**src/rtl/usb_tx_fifo_pkg.sv**
```systemverilog
// USB TX FIFO shared definitions.
// Pointer type, count width and control priority.
package usb_tx_fifo_pkg;

  localparam int DEF_ADDR_WIDTH = 6;
  localparam int COUNT_WIDTH = 16;

  // Pointer for the default 64-entry build; MSB is the wrap bit.
  typedef logic [DEF_ADDR_WIDTH:0] fifoPtr_t;

  // Control priority, highest first.
  typedef enum logic [1:0] {
    PRIO_RESET = 2'd0,
    PRIO_FLUSH = 2'd1,
    PRIO_READ  = 2'd2,
    PRIO_WRITE = 2'd3
  } fifoPrio_e;

  localparam fifoPrio_e FORCE_EMPTY_PRIORITY = PRIO_FLUSH;

endpackage

```
**src/rtl/usb_fifo_dpram.sv**
```systemverilog
// Simple dual-port RAM, one write port.
// Registered read port for block RAM mapping.
module usb_fifo_dpram #(
  parameter int ADDR_WIDTH = 6,
  parameter int DATA_WIDTH = 8
) (
  input  logic                  usbClk,
  input  logic                  rstSync,
  input  logic                  wrEn,
  input  logic [ADDR_WIDTH-1:0] wrAddr,
  input  logic [DATA_WIDTH-1:0] wrData,
  input  logic                  rdEn,
  input  logic [ADDR_WIDTH-1:0] rdAddr,
  output logic [DATA_WIDTH-1:0] rdData
);

  logic [DATA_WIDTH-1:0] mem [2**ADDR_WIDTH];

  // Array write, contents never reset.
  always_ff @(posedge usbClk) begin
    if (wrEn) begin
      mem[wrAddr] <= wrData;
    end
  end

  // Registered read; holds until next enabled read.
  always_ff @(posedge usbClk) begin
    if (rstSync) begin
      rdData <= '0;
    end else if (rdEn) begin
      rdData <= mem[rdAddr];
    end
  end

endmodule

```
**src/rtl/usb_tx_fifo_core.sv**
```systemverilog
// USB transmit byte FIFO, single clock.
// Pointers, count and flags around a DPRAM.
module usb_tx_fifo_core
  import usb_tx_fifo_pkg::*;
#(
  parameter int FIFO_DEPTH = 64,
  parameter int ADDR_WIDTH = 6,
  parameter int DATA_WIDTH = 8
) (
  input  logic                   usbClk,
  input  logic                   rstSyncToUsbClk,
  input  logic [DATA_WIDTH-1:0]  dataIn,
  input  logic                   fifoWEn,
  input  logic                   forceEmpty,
  input  logic                   fifoREn,
  output logic [DATA_WIDTH-1:0]  dataOut,
  output logic                   fifoFull,
  output logic                   fifoEmpty,
  output logic [COUNT_WIDTH-1:0] numElementsInFifo
);

  typedef logic [ADDR_WIDTH:0] ptr_t;

  localparam ptr_t DEPTH_CNT = ptr_t'(FIFO_DEPTH);
  localparam bit FLUSH_OVER_RW =
    (FORCE_EMPTY_PRIORITY < PRIO_READ);

  ptr_t wrPtr;
  ptr_t rdPtr;
  ptr_t count;
  ptr_t countNext;
  logic fullReg;
  logic emptyReg;
  logic flushCut;
  logic wrAccept;
  logic rdAccept;

  assign flushCut = FLUSH_OVER_RW && forceEmpty;
  assign wrAccept = fifoWEn && !fullReg && !flushCut;
  assign rdAccept = fifoREn && !emptyReg && !flushCut;

  // Next occupancy from the accepted strobes.
  always_comb begin
    countNext = count;
    unique case (1'b1)
      wrAccept && !rdAccept: countNext = count + 1'b1;
      rdAccept && !wrAccept: countNext = count - 1'b1;
      default: countNext = count;
    endcase
  end

  // Pointer, count and flag registers; flush beats strobes.
  always_ff @(posedge usbClk) begin
    if (rstSyncToUsbClk) begin
      wrPtr    <= '0;
      rdPtr    <= '0;
      count    <= '0;
      fullReg  <= 1'b0;
      emptyReg <= 1'b1;
    end else if (forceEmpty) begin
      rdPtr    <= wrPtr;
      count    <= '0;
      fullReg  <= 1'b0;
      emptyReg <= 1'b1;
    end else begin
      if (wrAccept) begin
        wrPtr <= wrPtr + 1'b1;
      end
      if (rdAccept) begin
        rdPtr <= rdPtr + 1'b1;
      end
      count    <= countNext;
      fullReg  <= (countNext == DEPTH_CNT);
      emptyReg <= (countNext == '0);
    end
  end

  usb_fifo_dpram #(
    .ADDR_WIDTH (ADDR_WIDTH),
    .DATA_WIDTH (DATA_WIDTH)
  ) uRam (
    .usbClk  (usbClk),
    .rstSync (rstSyncToUsbClk),
    .wrEn    (wrAccept),
    .wrAddr  (wrPtr[ADDR_WIDTH-1:0]),
    .wrData  (dataIn),
    .rdEn    (rdAccept),
    .rdAddr  (rdPtr[ADDR_WIDTH-1:0]),
    .rdData  (dataOut)
  );

  assign fifoFull  = fullReg;
  assign fifoEmpty = emptyReg;
  assign numElementsInFifo =
    {{(COUNT_WIDTH-ADDR_WIDTH-1){1'b0}}, count};

endmodule

```
**config.mk**
```make
export PLATFORM = sky130hd
export DESIGN_NAME = usb_tx_fifo_core
export DESIGN_NICKNAME = d
export VERILOG_FILES = /design/src/rtl/usb_tx_fifo_pkg.sv /design/src/rtl/usb_fifo_dpram.sv /design/src/rtl/usb_tx_fifo_core.sv
export SDC_FILE = /design/constraint.sdc
export NUM_CORES = 1
export LEC_CHECK = 0
export CAP_MARGIN = 10
export CORE_MARGIN = 2
export CORE_UTILIZATION = 25
export CTS_BUF_LIST = sky130_fd_sc_hd__clkbuf_8
export CTS_CLUSTER_DIAMETER = 60
export CTS_CLUSTER_SIZE = 40
export DETAILED_ROUTE_END_ITERATION = 10
export SETUP_SLACK_MARGIN = 0.1
export SYNTH_ARGS = -nofsm -noshare
export SYNTH_HDL_FRONTEND = slang
export SYNTH_SLANG_ARGS = --single-unit
export TNS_END_PERCENT = 50
```
**constraint.sdc**
```tcl
create_clock -name usbClk -period 7.05 [get_ports usbClk]
set_input_delay 0.705 -clock usbClk [delete_from_list [all_inputs] [get_ports usbClk]]
set_output_delay 0.705 -clock usbClk [all_outputs]
set_load 0.01 [all_outputs]
```
; ---- Word level (Yosys, flattened, before mapping)
; Memory sizes are Yosys's and may differ from the RTL's. A register that Yosys moved wholly into a read port is not among the register bits.
; Cells that the tools add are included.
[classes]
addsub = 4
n_eq_ne = 1
mux = 5
bitwise = 1
reduce_logical = 15
[ops]
columns = cell, count
row1 = "adder 7 x 1 -> 7 bit, second input constant", 3
row2 = 2-to-1 mux 7 bit, 2
row3 = one-hot mux 7 bit (2 select lines), 1
row4 = "equality test 7 bit, second input constant", 1
row5 = zero test 7 bit, 1
row6 = "subtractor 7 x 1 -> 7 bit, second input constant", 1
row7 = logical AND 1 bit, 6
row8 = zero test 1 bit, 5
row9 = 2-to-1 mux 1 bit, 2
row10 = AND reduction 2 bit, 1
row11 = nonzero test 2 bit, 1
row12 = OR reduction 2 bit, 1
row13 = NOT 1 bit, 1
[word_totals]
regBits = 23
ram_bits = 512
inputBits = 13
out_inout_bits = 26
wordCells = 32
memories = 1
[mem_list]
columns = name, words, word_bits, rd, rd_clocked_by_memory_dff, write_ports, line
row1 = uRam.mem, 64, 8, 1, 1, 1, usb_fifo_dpram.sv:17  ; logic [DATA_WIDTH-1:0] mem [2**ADDR_WIDTH];

; ---- Longest topological paths before layout
[depth]
depth_word = 7
mapped_depth = 12
depth_no_buf = 11

; ---- Hierarchy
; From an unflattened synthesis, not the netlist that was laid out.
[hier_totals]
hier_cells = 1217
area_unflattened_um2 = 21617.0
[modules_own_cells]
columns = module, instances, cells_per_inst, area_per_inst_um2, seq_area_each_um2
row1 = usb_fifo_dpram, 1, 1039, 20188.1, 15534.9
row2 = usb_tx_fifo_core, 1, 178, 1428.9, 420.4

; ---- Worst setup path after synthesis
; No wires, ideal clock.
[synth_timing]
path_kind = in2reg
from = input port forceEmpty
to = register emptyReg (netlist: fifoEmpty)
setup_time_ns = 0.128
arrival_time_ns = 2.853
required_time_ns = 6.922
path_slack_ns = 4.068
path_stages = 12
path_buffers = 1
cell_sequence = or3b_1 > buf_6 > clkinv_2 > nand2_1 > xnor2_1 > ha_1 > or4_1 > nor3_1 > a311oi_2 > a211o_1 > nand4_2 > o31ai_2
[synth_between]
elab_chain_len = 6
elab_cells_between_ends = 10
cone_classes = mux: 1 / reduce/logical: 9
[synth_lines]
columns = element, line
row1 = from (decl), usb_tx_fifo_core.sv:14  ; input logic forceEmpty,
row2 = zero test 1 bit, "usb_tx_fifo_core.sv:39, usb_tx_fifo_core.sv:40"
row3 = "logical AND 1 bit, on equally long branches", "usb_tx_fifo_core.sv:39, usb_tx_fifo_core.sv:40"
row4 = "zero test 1 bit, on equally long branches", "usb_tx_fifo_core.sv:47, usb_tx_fifo_core.sv:46"
row5 = "logical AND 1 bit, on equally long branches", "usb_tx_fifo_core.sv:47, usb_tx_fifo_core.sv:46"
row6 = one-hot mux 7 bit (2 select lines), usb_tx_fifo_core.sv:45  ; unique case (1'b1)
row7 = zero test 7 bit, usb_tx_fifo_core.sv:74  ; emptyReg <= (countNext == '0);
row8 = to (signal assigned), usb_tx_fifo_core.sv:74
row9 = to (decl), usb_tx_fifo_core.sv:33  ; logic emptyReg;
; Parallel ways exist; a longest one is shown, timed or not.
; A chain may end at the register's enable or synchronous reset.

; ---- Final worst setup path
; Ends and elaborated chain as after synthesis.

==> metrics.txt <==
status complete, no violations; ant diodes 0; maxcap violations 0; first-pass GRT wire length a little over 70000 um; cts hold-fix bufs 0; Site Rows ~110; WL/cell 20.1 um; Tmin final slightly above 4 ns; WS Path Type primary input to flip-flop; predominant post-synthesis flop cell edfxtp_1; clk slew on worst S/H paths 0.13 ns; final setup TNS 0 ns; drt initial violations 990; DR vias/cell 4.53; CTS tree yes; crit path buf inv count 2; root buf cell clkbuf_8; FF/Latch Area 16000 sq um; Worst-Skew Late Latency 0.68 ns; Worst setup SP type primary input; Post-synth EDFFs 512; antenna violations before repair 3; DIE WIDTH 299 um; Syn Area/Cell 17.6 sq um; Placement Setup Slack 2.49 ns; Vias roughly 11000; share of layout cells above drive strength 1 16.5%; Slew Limit Fails 0; Clock power frac 32.5%; Placed Area ~23000 sq um; clock buffer depth 3; max_slew headroom 18.9%; Pleak between 0.006 and 0.007 uW; CP max stage cell clkdlybuf4s50_1; area of the mapped netlist 21800 sq um; RSZ-0062 raised after global routing false; PostCTS Resize Cnt 0; # setup viols final 0; endpoints failing hold 0; CP top delay family simple AND/OR/NAND/NOR gates; Max Fclk 249 MHz; maximum vdd ir drop 0.0000966 V; Cell Int Power 4250 uW; die height 299 um; full die area around 90000 sq um; Tightest Pin Transition 1.22 ns; CP arrival 4.55 ns; critical path's largest stage delay around 0.85 ns; antenna-violating nets left 0; cts bufs inserted 38; Required @ worst endpoint 7.57 ns; DR pass1 iterations 5; number of global-route vias before repair ~11000; switching pwr about 1300 uW; # DRC 0; Critical Path Fanout Max 16; gpl congestion 0.861; Yosys reg bits about 540; Yosys Warn Count 0; crit path capture type flip-flop; Seq pwr share 63.5%; PD cells 231 nW/um^2; asr flop ratio synth 0%; cells on worst reg2reg path 11; Tcrit/Tclk final between 50% and 60%; post-route cell area ~24000 sq um; setup bufs post-CTS 0; largest net degree at the start of global routing 91; Sw Ratio 23.4%; IO Pins 39; Mapped Cells 1236; register area share after synthesis 73.2%; Clock Sinks 541; min-delay worst type flip-flop to flip-flop; Hold WS 0.510 ns; Worst path depth 12; Detailed Place HPWL 29400 um; Gate power share 4.0%; # port buffers 29; clock skew between 0.05 and 0.06 ns; global route overflow 0; H-tree lvl count 2; CORE AREA just under 90000 sq um; global-route usage over all layers 10.7%; area taken by multi-input logic gates 5380 sq um; count of cell types in the netlist 61; fill count 8514; hold-critical path depth 2; WL final 48800 um; Final #Nets 1258; initial cell density of the core 25.2%; fin util roughly 28%; Final WS setup 3.03 ns; area grow syn2layout 10.5%; CP Cell Sequence clkdlybuf4s50_1, or3b_1, clkinv_2, nand2_1, xnor2_1, ha_1, or4_1, nor3_1, a311oi_2, a211o_1, nand4_2, o31ai_2
[routing by layer]
metal	GRT usage, %	up-vias	wire (um)
met3	2.36	70	3440
met2	16.3	348	21900
met4	3.20	6	1150
met1	15.3	5698	22300
li1	-	4858	-
met5	0	-	31
[layout by cell type, fill, tap and decap left out, types with 8 or more instances in the layout]
| master | count |
|---|---|
| mux2_2 | 19 |
| nor2_1 | 106 |
| edfxtp_1 | 512 |
| inv_1 | 8 |
| a22oi_1 | 27 |
| a21oi_1 | 30 |
| mux2i_1 | 118 |
| conb_1 | 9 |
| xnor2_1 | 8 |
| nor3_1 | 16 |
| buf_2 | 8 |
| nor2b_1 | 8 |
| buf_4 | 13 |
| a31oi_1 | 13 |
| nand2_1 | 45 |
| clkdlybuf4s50_1 | 21 |
| dfxtp_1 | 26 |
| nand3_1 | 32 |
| mux4_2 | 80 |
| clkbuf_8 | 40 |
| nand4_1 | 12 |
[worst register-to-register path, cell delays in order, from the launching register on]
cell      delay (ns)
dfxtp_1         0.40
or3b_1          0.60
clkinv_2        0.43
nand2_1         0.22
xnor2_1         0.09
ha_1            0.26
or4_1           0.42
nor3_1          0.24
a311oi_2        0.11
a211o_1         0.35
nand4_2         0.12
o31ai_2         0.07
[worst paths after layout]
kind,startpoint,endpoint,slack (ns)
setup / recovery,forceEmpty,fifoEmpty,3.03
hold / removal,uRam.rdData[0],uRam.rdData[0],0.51
setup reg to reg,fifoEmpty,fifoEmpty,3.64
hold reg to reg,uRam.rdData[0],uRam.rdData[0],0.51
[per-stage QoR]
step	power, uW	cells
finish	5550	2425
global placement	3820	2356
global route	5740	2425
CTS	5610	2425
floorplan	3730	1244
detailed placement	3830	2356
[power by group through the flow]
| stage | sequential (uW) | combinational [uW] | clock [uW] |
|---|---|---|---|
| after CTS | 3530 | 227 | 1860 |
| after floorplan | 3590 | 137 | 0 |
| final | 3530 | 223 | 1810 |
| after detailed placement | 3600 | 226 | 0 |
| after global routing | 3530 | 240 | 1970 |
| after global placement | 3600 | 221 | 0 |
[flip-flops by register name (all words and copies together), names as in the netlist]
name / count
wrPtr: 6
fifoEmpty: 1
rdPtr: 6
count: 7
fifoFull: 1
uRam.mem: 512
uRam.rdData: 8
[logic make-up (layout without fill, tap and decap cells)]
| group | count (synthesis) | count (layout) | synth area share, % |
|---|---|---|---|
| compound gates | 110 | 110 | 3.52 |
| xor+xnor | 15 | 15 | 0.603 |
| fa+ha+maj | 4 | 4 | 0.230 |
| buf+inv | 93 | 119 | 2.34 |
| flops | 541 | 541 | 73.2 |
| mux | 217 | 217 | 14.7 |
| other cells | 1 | 9 | 0.0172 |
| simple gates | 255 | 255 | 5.45 |
[area by class of cell]
| class | count | share of cell area [%] |
|---|---|---|
| Clock inverter | 29 | 1.44 |
| Inverter | 6 | 0.0987 |
| Tap cell | 1155 | 6.00 |
| Timing Repair Buffer | 44 | 1.61 |
| Sequential cell | 541 | 66.3 |
| Clock buffer | 40 | 2.28 |
| Multi-Input combinational cell | 610 | 22.3 |
[cell usage after synthesis (6+ instances only)]
master    instances  share of area (%)
mux4_2           80                8.3
edfxtp_1        512                 71
a22o_1            6               0.24
xnor2_1           8               0.32
buf_6             8               0.41
nand2_1          45               0.77
buf_4            18               0.62
o22ai_1           7               0.20
a21oi_1          30               0.69
nor3_1           16               0.37
a31oi_1          13               0.37
mux2_2           19               0.98
a22oi_1          27               0.93
clkbuf_1         35               0.60
mux2i_1         118                5.4
buf_1             9               0.15
nand4_1          12               0.34
dfxtp_1          29                2.7
nand3_1          32               0.73
buf_2            16               0.37
nor2_1          107                1.8
and2_1            7               0.20
nor2b_1          10               0.29
xor2_1            7               0.28
Note: power is estimated with default switching activity, not from simulation.
